==> config.mk <==
export PLATFORM = sky130hd
export DESIGN_NAME = systolic_skew_feeder
export DESIGN_NICKNAME = d
export VERILOG_FILES = /design/src/rtl/systolic_skew_feeder.sv
export SDC_FILE = /design/constraint.sdc
export NUM_CORES = 1
export LEC_CHECK = 0
export CAP_MARGIN = 25
export CORE_UTILIZATION = 43
export CTS_CLUSTER_SIZE = 25
export DETAILED_ROUTE_END_ITERATION = 16
export HOLD_SLACK_MARGIN = 0.15
export SETUP_SLACK_MARGIN = 0.05
export SLEW_MARGIN = 40
export SYNTH_ARGS = -nofsm -noshare
export SYNTH_HDL_FRONTEND = slang
export SYNTH_SLANG_ARGS = --single-unit
==> constraint.sdc <==
create_clock -name clk -period 3.6 [get_ports clk]
set_input_delay 0.54 -clock clk [delete_from_list [all_inputs] [get_ports clk]]
set_output_delay 0.54 -clock clk [all_outputs]
set_load 0.05 [all_outputs]
==> src/rtl/systolic_skew_feeder.sv <==
// Edge feeder for the systolic PE array: buffers an N x N operand matrix and streams it with lane i delayed i cycles.
// Optional macro SKEW_FEEDER_REPEAT_EN keeps the matrix after a stream so a later start replays it.
module systolic_skew_feeder #(
   parameter int N  = 4,
   parameter int DW = 4
) (
   input  logic            clk,
   input  logic            rst,
   input  logic            load_valid,
   output logic            load_ready,
   input  logic [N*DW-1:0] load_row,
   input  logic            start,
   input  logic            clear,
   output logic            busy,
   output logic            done,
   output logic [N*DW-1:0] edge_data,
   output logic [N-1:0]    edge_valid
);

   localparam int TW = (N > 1) ? $clog2(2*N-1) : 1;
   localparam int RW = (N > 1) ? $clog2(N) : 1;
   localparam logic [TW-1:0] T_LAST   = TW'(2*N-2);
   localparam logic [RW-1:0] ROW_LAST = RW'(N-1);

   typedef enum logic [1:0] {EMPTY, READY, STREAM} state_t;

   state_t          state, state_nxt;
   logic [RW-1:0]   row_cnt;
   logic [TW-1:0]   t;
   logic [TW-1:0]   beat;
   logic            row_take, stream_go, stream_end;
   logic [DW-1:0]   buffer [N][N];
   logic [N*DW-1:0] beat_data;
   logic [N-1:0]    beat_valid;

   always_ff @(posedge clk or posedge rst) begin
      if (rst) state <= EMPTY;
      else     state <= state_nxt;
   end

   always_comb begin
      state_nxt  = state;
      row_take   = 1'b0;
      stream_go  = 1'b0;
      stream_end = 1'b0;
      case (state)
         EMPTY: begin
            if (load_valid) begin
               row_take = 1'b1;
               if (row_cnt == ROW_LAST) state_nxt = READY;
            end
         end
         READY: begin
            if (clear) begin
               state_nxt = EMPTY;
            end else if (start) begin
               stream_go = 1'b1;
               state_nxt = STREAM;
            end
         end
         STREAM: begin
            if (t == T_LAST) begin
               stream_end = 1'b1;
`ifdef SKEW_FEEDER_REPEAT_EN
               state_nxt  = READY;
`else
               state_nxt  = EMPTY;
`endif
            end
         end
         default: state_nxt = EMPTY;
      endcase
   end

   // Gated by rst so every output reads 0 while reset is held.
   assign load_ready = (state == EMPTY) && !rst;
   assign busy       = (state == STREAM);

   // Beat to be registered on this edge: 0 when a stream launches, else the next one.
   assign beat = stream_go ? '0 : t + 1'b1;

   always_comb begin
      beat_data  = '0;
      beat_valid = '0;
      for (int i = 0; i < N; i++) begin
         for (int j = 0; j < N; j++) begin
            if (beat == TW'(i + j)) begin
               beat_valid[i]        = 1'b1;
               beat_data[DW*i +: DW] = buffer[i][j];
            end
         end
      end
   end

   always_ff @(posedge clk or posedge rst) begin
      if (rst) begin
         row_cnt    <= '0;
         t          <= '0;
         edge_data  <= '0;
         edge_valid <= '0;
         done       <= 1'b0;
      end else begin
         done <= stream_end;
         if (row_take) row_cnt <= (row_cnt == ROW_LAST) ? '0 : row_cnt + 1'b1;
         if (stream_end) begin
            t          <= '0;
            edge_data  <= '0;
            edge_valid <= '0;
         end else if (stream_go || state == STREAM) begin
            t          <= beat;
            edge_data  <= beat_data;
            edge_valid <= beat_valid;
         end
      end
   end

   // Buffer has no reset; its contents only matter once a full matrix is loaded.
   always_ff @(posedge clk) begin
      if (row_take) begin
         for (int j = 0; j < N; j++) buffer[row_cnt][j] <= load_row[DW*j +: DW];
      end
   end

endmodule

==> run_results.csv <==
group,metric,value,unit
worst_setup_path,regToRegSetupSlack,1.20,ns
global_route,overflow,0,
worst_setup_path,crit_type,"reg -> out",
worst_setup_path,critical_path.top_delay_family,"buffers and inverters",
pwr,seqPwrFrac,0.379,
timing,tns,0,ns
synthesis,synth_warnings,0,
floorplanning,io_pins,44,
layout,seqCellArea,0.00262,mm2
timing,finalCritPeriodShare,0.736,
worst_setup_path,crit_chain,"nand2b_1 > buf_4 > inv_1 > clkdlybuf4s50_1",
pwr,intPower,0.00243,W
timing,fin_crit,2.65,ns
layout,layoutNonFillerInstCount,431,
layout,final_area,0.00453,mm2
synthesis,synthArstFlopShare,0.304,
pwr,ir_worst_vdd,0.000343,V
detailed_routing,via_count,2424,
timing,fmax,377,MHz
global_route,antenna_found_initial,0,
detailed_routing,drt_iter0_drc,157,
detailed_routing,wl_met3,523,um
worst_setup_path,critical_path.endpoint,"busy",
global_route,track_usage,0.216,
pwr,p_leak,1.71,nW
placed_design,hpwlAfterDp,5930,um
floorplanning,core,0.00834,mm2
detailed_routing,dr.max_layer_used,"met4",
floorplanning,die-area,0.00910,mm2
cts,cts_tree,"built",
worst_setup_path,required,3.06,ns
placed_design,placedInstanceArea,0.00433,mm2
layout,insertedDiodeCount,0,
pwr,switching_share,0.405,
layout,multi_input_area,0.00104,mm2
synthesis,syn_avg_cell_area,13.9,um2
pwr,combPwrFrac,0.437,
cts,clock-sinks,92,
pwr,power,0.00408,W
pwr,p_sw,0.00165,W
floorplanning,die_w,95.4,um
cts,htree_levels,3,
cts,post_cts_resized,0,
pwr,pwr-share-clk,0.184,
layout,fill_cells,733,
worst_hold_path,hold_class,"reg -> reg",
pwr,p_per_area,900,mW/mm2
detailed_routing,wl_met1,4060,um
global_route,grt_pass1_wl,13500,um
timing,drv_slew,0,
floorplanning,start_util,0.450,
synthesis,synth_flop_cell,"edfxtp_1",
detailed_routing,routed_wirelength,8960,um
worst_setup_path,r2r_cells,5,
layout,nNetsFinal,348,
detailed_routing,drtPass1Iterations,5,
worst_setup_path,path_buf_inv,3,
floorplanning,rows,33,
timing,hold_slack,0.507,ns
global_route,grt_max_degree,34,
synthesis,synth_nets,297,
synthesis,syn_inst,270,
synthesis,synth-edff-count,64,
timing,setup_viol,0,
detailed_routing,drc_errors,0,
worst_setup_path,crit_slowest_cell,"clkdlybuf4s50_1",
worst_setup_path,cp.depth,4,
placed_design,port_buffers,43,
detailed_routing,avgViaCountPerCell,5.62,
synthesis,yosysSeqAreaShare,0.699,
worst_setup_path,r2r-end,"edge_data[0]",
layout,drive_gt1_frac,0.0920,
timing,finalHoldViolCount,0,
cts,clkLatencyLatePin,0.37,ns
worst_setup_path,startpoint,"state[0]",
cts,clk_pin_slew,0.08,ns
timing,slew_headroom,0.476,
worst_setup_path,critPathMaxFanout,12,
layout,synthToLayoutAreaGrowth,20.9,%
placed_design,place_inst,415,
detailed_routing,ant_nets,0,
timing,tightest_slew,0.780,ns
cts,cts_root_buffer,"clkbuf_8",
cts,cts_inserted_buffers,9,
worst_setup_path,cp-start-kind,"flip-flop",
placed_design,place.gp.congestion,0.752,
layout,mostFrequentLayoutCell,"edfxtp_1",
synthesis,synth_cell_type_count,40,
worst_setup_path,cp.arrival,2.11,ns
cts,hold_buffers,0,
timing,rsz0062_at_grt,"no",
synthesis,synth_area,0.00375,mm2
synthesis,ys_ff_latch,92,
floorplanning,die_y,95.4,um
global_route,first_global_vias,2333,
layout,final_cell_mix,"edfxtp_1, clkdlybuf4s50_1, dfrtp_1",
cts,clock_path_buffers,2,
worst_setup_path,crit_path_end_kind,"output port",
job,maxCapViolations,0,
detailed_routing,wl_per_cell,20.8,um
outcome,status,"completed",
worst_setup_path,cpPeakStageDelay,0.83,ns
detailed_routing,dr_wl_met2,4200,um
worst_setup_path,rr_startpoint,"t[0]",
timing,fin_skew,0.0125,ns
cts,cts_setup_buffers,0,
-- per-layer routing --
| layer | track usage | up-vias |
|---|---|---|
| li1 | - | 1111 |
| met1 | 0.306 | 1214 |
| met2 | 0.329 | 86 |
| met3 | 0.0407 | 13 |
| met4 | 0.0846 | 0 |
| met5 | 0 | - |
-- stage by stage --
stage / setup WS, ns / util
finish: 0.950 / 0.544
global route: 0.849 / 0.544
CTS: 0.932 / 0.544
detailed placement: 1.11 / 0.519
global placement: 1.14 / 0.519
floorplan: 1.48 / -
-- cells in the mapped netlist, types with 6 or more instances --
library cell / count / area, um2
a21oi_1: 15 / 75.1
a311oi_1: 8 / 70.1
buf_2: 7 / 35.0
dfrtp_1: 28 / 701
edfxtp_1: 64 / 1920
ha_1: 6 / 75.1
inv_1: 10 / 37.5
mux2i_1: 9 / 90.1
nand2_1: 24 / 90.1
nand2b_1: 6 / 37.5
nor2_1: 14 / 52.6
nor3_1: 6 / 30.0
o21ai_0: 15 / 75.1
-- registers in the layout, summed over array words and instances, names as in the netlist --
register    cells
buffer         64
edge_data      16
edge_valid      4
t               3
row_cnt         2
state           2
done            1
-- worst register-to-register path: stages, from the launching register on --
cell      delay [ns]
dfrtp_1         0.41
inv_1           0.19
ha_1            0.55
nor3_1          0.77
nand2b_1        0.11
a41o_1          0.26
-- logic make-up (layout without fill, tap and decap cells) --
| logic type | Yosys count | count (layout) | share of synthesized area |
|---|---|---|---|
| adder cells (fa/ha/maj) | 6 | 6 | 0.0200 |
| AO/OA/AOI/OAI | 64 | 64 | 0.110 |
| flip-flops | 92 | 92 | 0.699 |
| XOR/XNOR | 2 | 2 | 0.00867 |
| buffers and inverters | 22 | 78 | 0.0263 |
| multiplexers | 13 | 13 | 0.0420 |
| AND/OR/NAND/NOR | 71 | 71 | 0.0937 |
-- worst min-delay path by stage --
stage,start,end,slack [ns],depth (start not counted)
floorplan,buffer[0][13],edge_data[1],0.46,2
detailed placement,edge_data[6],edge_data[6],0.49,2
finish,edge_data[8],edge_data[8],0.51,1
global route,edge_data[10],edge_data[10],0.54,1
CTS,edge_data[6],edge_data[6],0.51,2
global placement,edge_valid[0],edge_valid[0],0.48,1
-- power groups by stage --
stage,Clock [W],Combinational [W],Sequential [W]
2_1_floorplan,0,0.000917,0.00185
3_3_place_gp,0,0.00176,0.00156
3_5_place_dp,0,0.00179,0.00157
4_1_cts,0.000756,0.00178,0.00155
5_1_grt,0.000792,0.00193,0.00158
6_report,0.000749,0.00178,0.00155
-- area by class of cell --
| cell class | count | share of cell area |
|---|---|---|
| Multi-Input combinational cell | 156 | 0.229 |
| Timing Repair Buffer | 52 | 0.110 |
| Inverter | 10 | 0.00828 |
| Sequential cell | 92 | 0.578 |
| Clock buffer | 11 | 0.0290 |
| Clock inverter | 5 | 0.0168 |
| Tap cell | 105 | 0.0290 |
(Power assumes the default switching activity.)
==> edit, RTL diff (config.mk and constraints unchanged) <==
Build with the macro `SKEW_FEEDER_REPEAT_EN` defined.
--- a/src/rtl/systolic_skew_feeder.sv
+++ b/src/rtl/systolic_skew_feeder.sv
@@ -1,4 +1,6 @@
 // Edge feeder for the systolic PE array: buffers an N x N operand matrix and streams it with lane i delayed i cycles.
 // Optional macro SKEW_FEEDER_REPEAT_EN keeps the matrix after a stream so a later start replays it.
+`define SKEW_FEEDER_REPEAT_EN
+
 module systolic_skew_feeder #(
    parameter int N  = 4,
Function: no difference found for any inputs over 10 cycles, from zero or initial values and one cycle with rst high; that may be too few to reach the edited logic, so the function may still have changed.
==> edit against the original RTL <==
- non-clock buffer count up 1
- setup slack worse by 0.44 ns
- synthesized area up 0.37%
- critical path depth up 2
- final area up 1.7%
- total power up 1.4%
- sequential cell count unchanged
- wire length down 5.5%
- sequential share of layout area down 0.97 points
- clock power up 22%
- clock skew down 0.0033 ns
==> edit: results (changes against the original RTL) <==
critical_path:
  crit_slowest_cell: "dfrtp_1"
  rr_worst_depth: 6  # +1
  crit_fanout: 25  # +13
yosys:
  syn_inst: 277  # +2.6%
  synth_top_cells_by_count: "64 x edfxtp_1, 28 x dfrtp_1, 27 x nand2_1"
  yosysSeqAreaShare_pct: 69.7  # -0.26 points
min_path:
  hold_depth: 2  # +1
  min_from: "edge_valid[1]$_DFFE_PP0P_"
sta:
  clock_skew_ns: 0.00919  # -0.00333 ns
  relSlewSlack_pct: 51.4  # +3.8 points
pwr:
  total_power_w: 0.00414  # +1.4%
  powerClk_w: 0.000913  # +22%
  p_leak_nw: 1.68  # -1.5%
route:
  dr.pass1.iters: 4  # -1
finish:
  nets: 352  # +1.1%
  multiInputGateArea_um2: 1060  # +2.5%
  layout-drive-gt1-share_pct: 9.70  # +0.49 points
global_routing:
  grt_use_total_pct: 20.6  # -0.98 points
  grt_util_met2_pct: 30.2  # -2.7 points
  grt_use_met1_pct: 29.0  # -1.6 points
  grt_first_pass_wirelength_um: 13000  # -3.4%
place:
  place_congestion: 0.802  # +6.6%
  dp_hpwl_um: 5610  # -5.4%
  dpl_cell_area_um2: 4340  # +0.38%
  dp_slack_ns: 0.546  # -0.564 ns
status:
  outcome: "complete, no violations"
## edit: cell types whose count changed after synthesis, moves of 5 or more
cell     change
o31ai_1      +5
or3_1        +8
nand3_1     +17
a21oi_1      -7
inv_1        -5
a32o_1       +8
mux2i_1      -5
nor2_1       -5
## edit: layout make-up
type	count	area share (%)
Clock buffer	9	2.69
Clock inverter	7	3.17
Inverter	5	0.407
Multi-Input combinational cell	164	23.1
Sequential cell	92	56.9
Tap cell	105	2.85
Timing Repair Buffer	53	11.0
## edit: final timing paths
kind,endpoint,slack (ns)
worst max register to register,edge_data[3]$_DFFE_PP0P_,0.51
min in group asynchronous,row_cnt[1]$_DFFE_PP0P_,0.57
worst max-delay path,edge_data[3]$_DFFE_PP0P_,0.51
worst min register to register,edge_valid[1]$_DFFE_PP0P_,0.47
max in group asynchronous,edge_data[1]$_DFFE_PP0P_,2.75
worst min-delay path,edge_valid[1]$_DFFE_PP0P_,0.47
## edit: critical path: cells and delay by family, from the launching register on
kind	cells	cell delay (ns)
AND/OR/NAND/NOR	2	0.91
AO/OA/AOI/OAI	2	0.41
buffers and inverters	1	0.20
adder cells (fa/ha/maj)	1	0.61
flip-flops	1	0.82
## edit: logic make-up after synthesis
kind of cell	Yosys count	share of synthesized area, %
fa+ha+maj	6	1.99
compound gates	59	11.2
flops	92	69.7
mux	4	1.06
xor+xnor	3	0.898
simple gates	92	12.5
buf+inv	21	2.69
## edit: per-layer routing
metal	up-vias	routed length, um
met5	-	0
met4	0	114
met3	11	430
met2	78	3900
met1	1189	4020
li1	1154	-
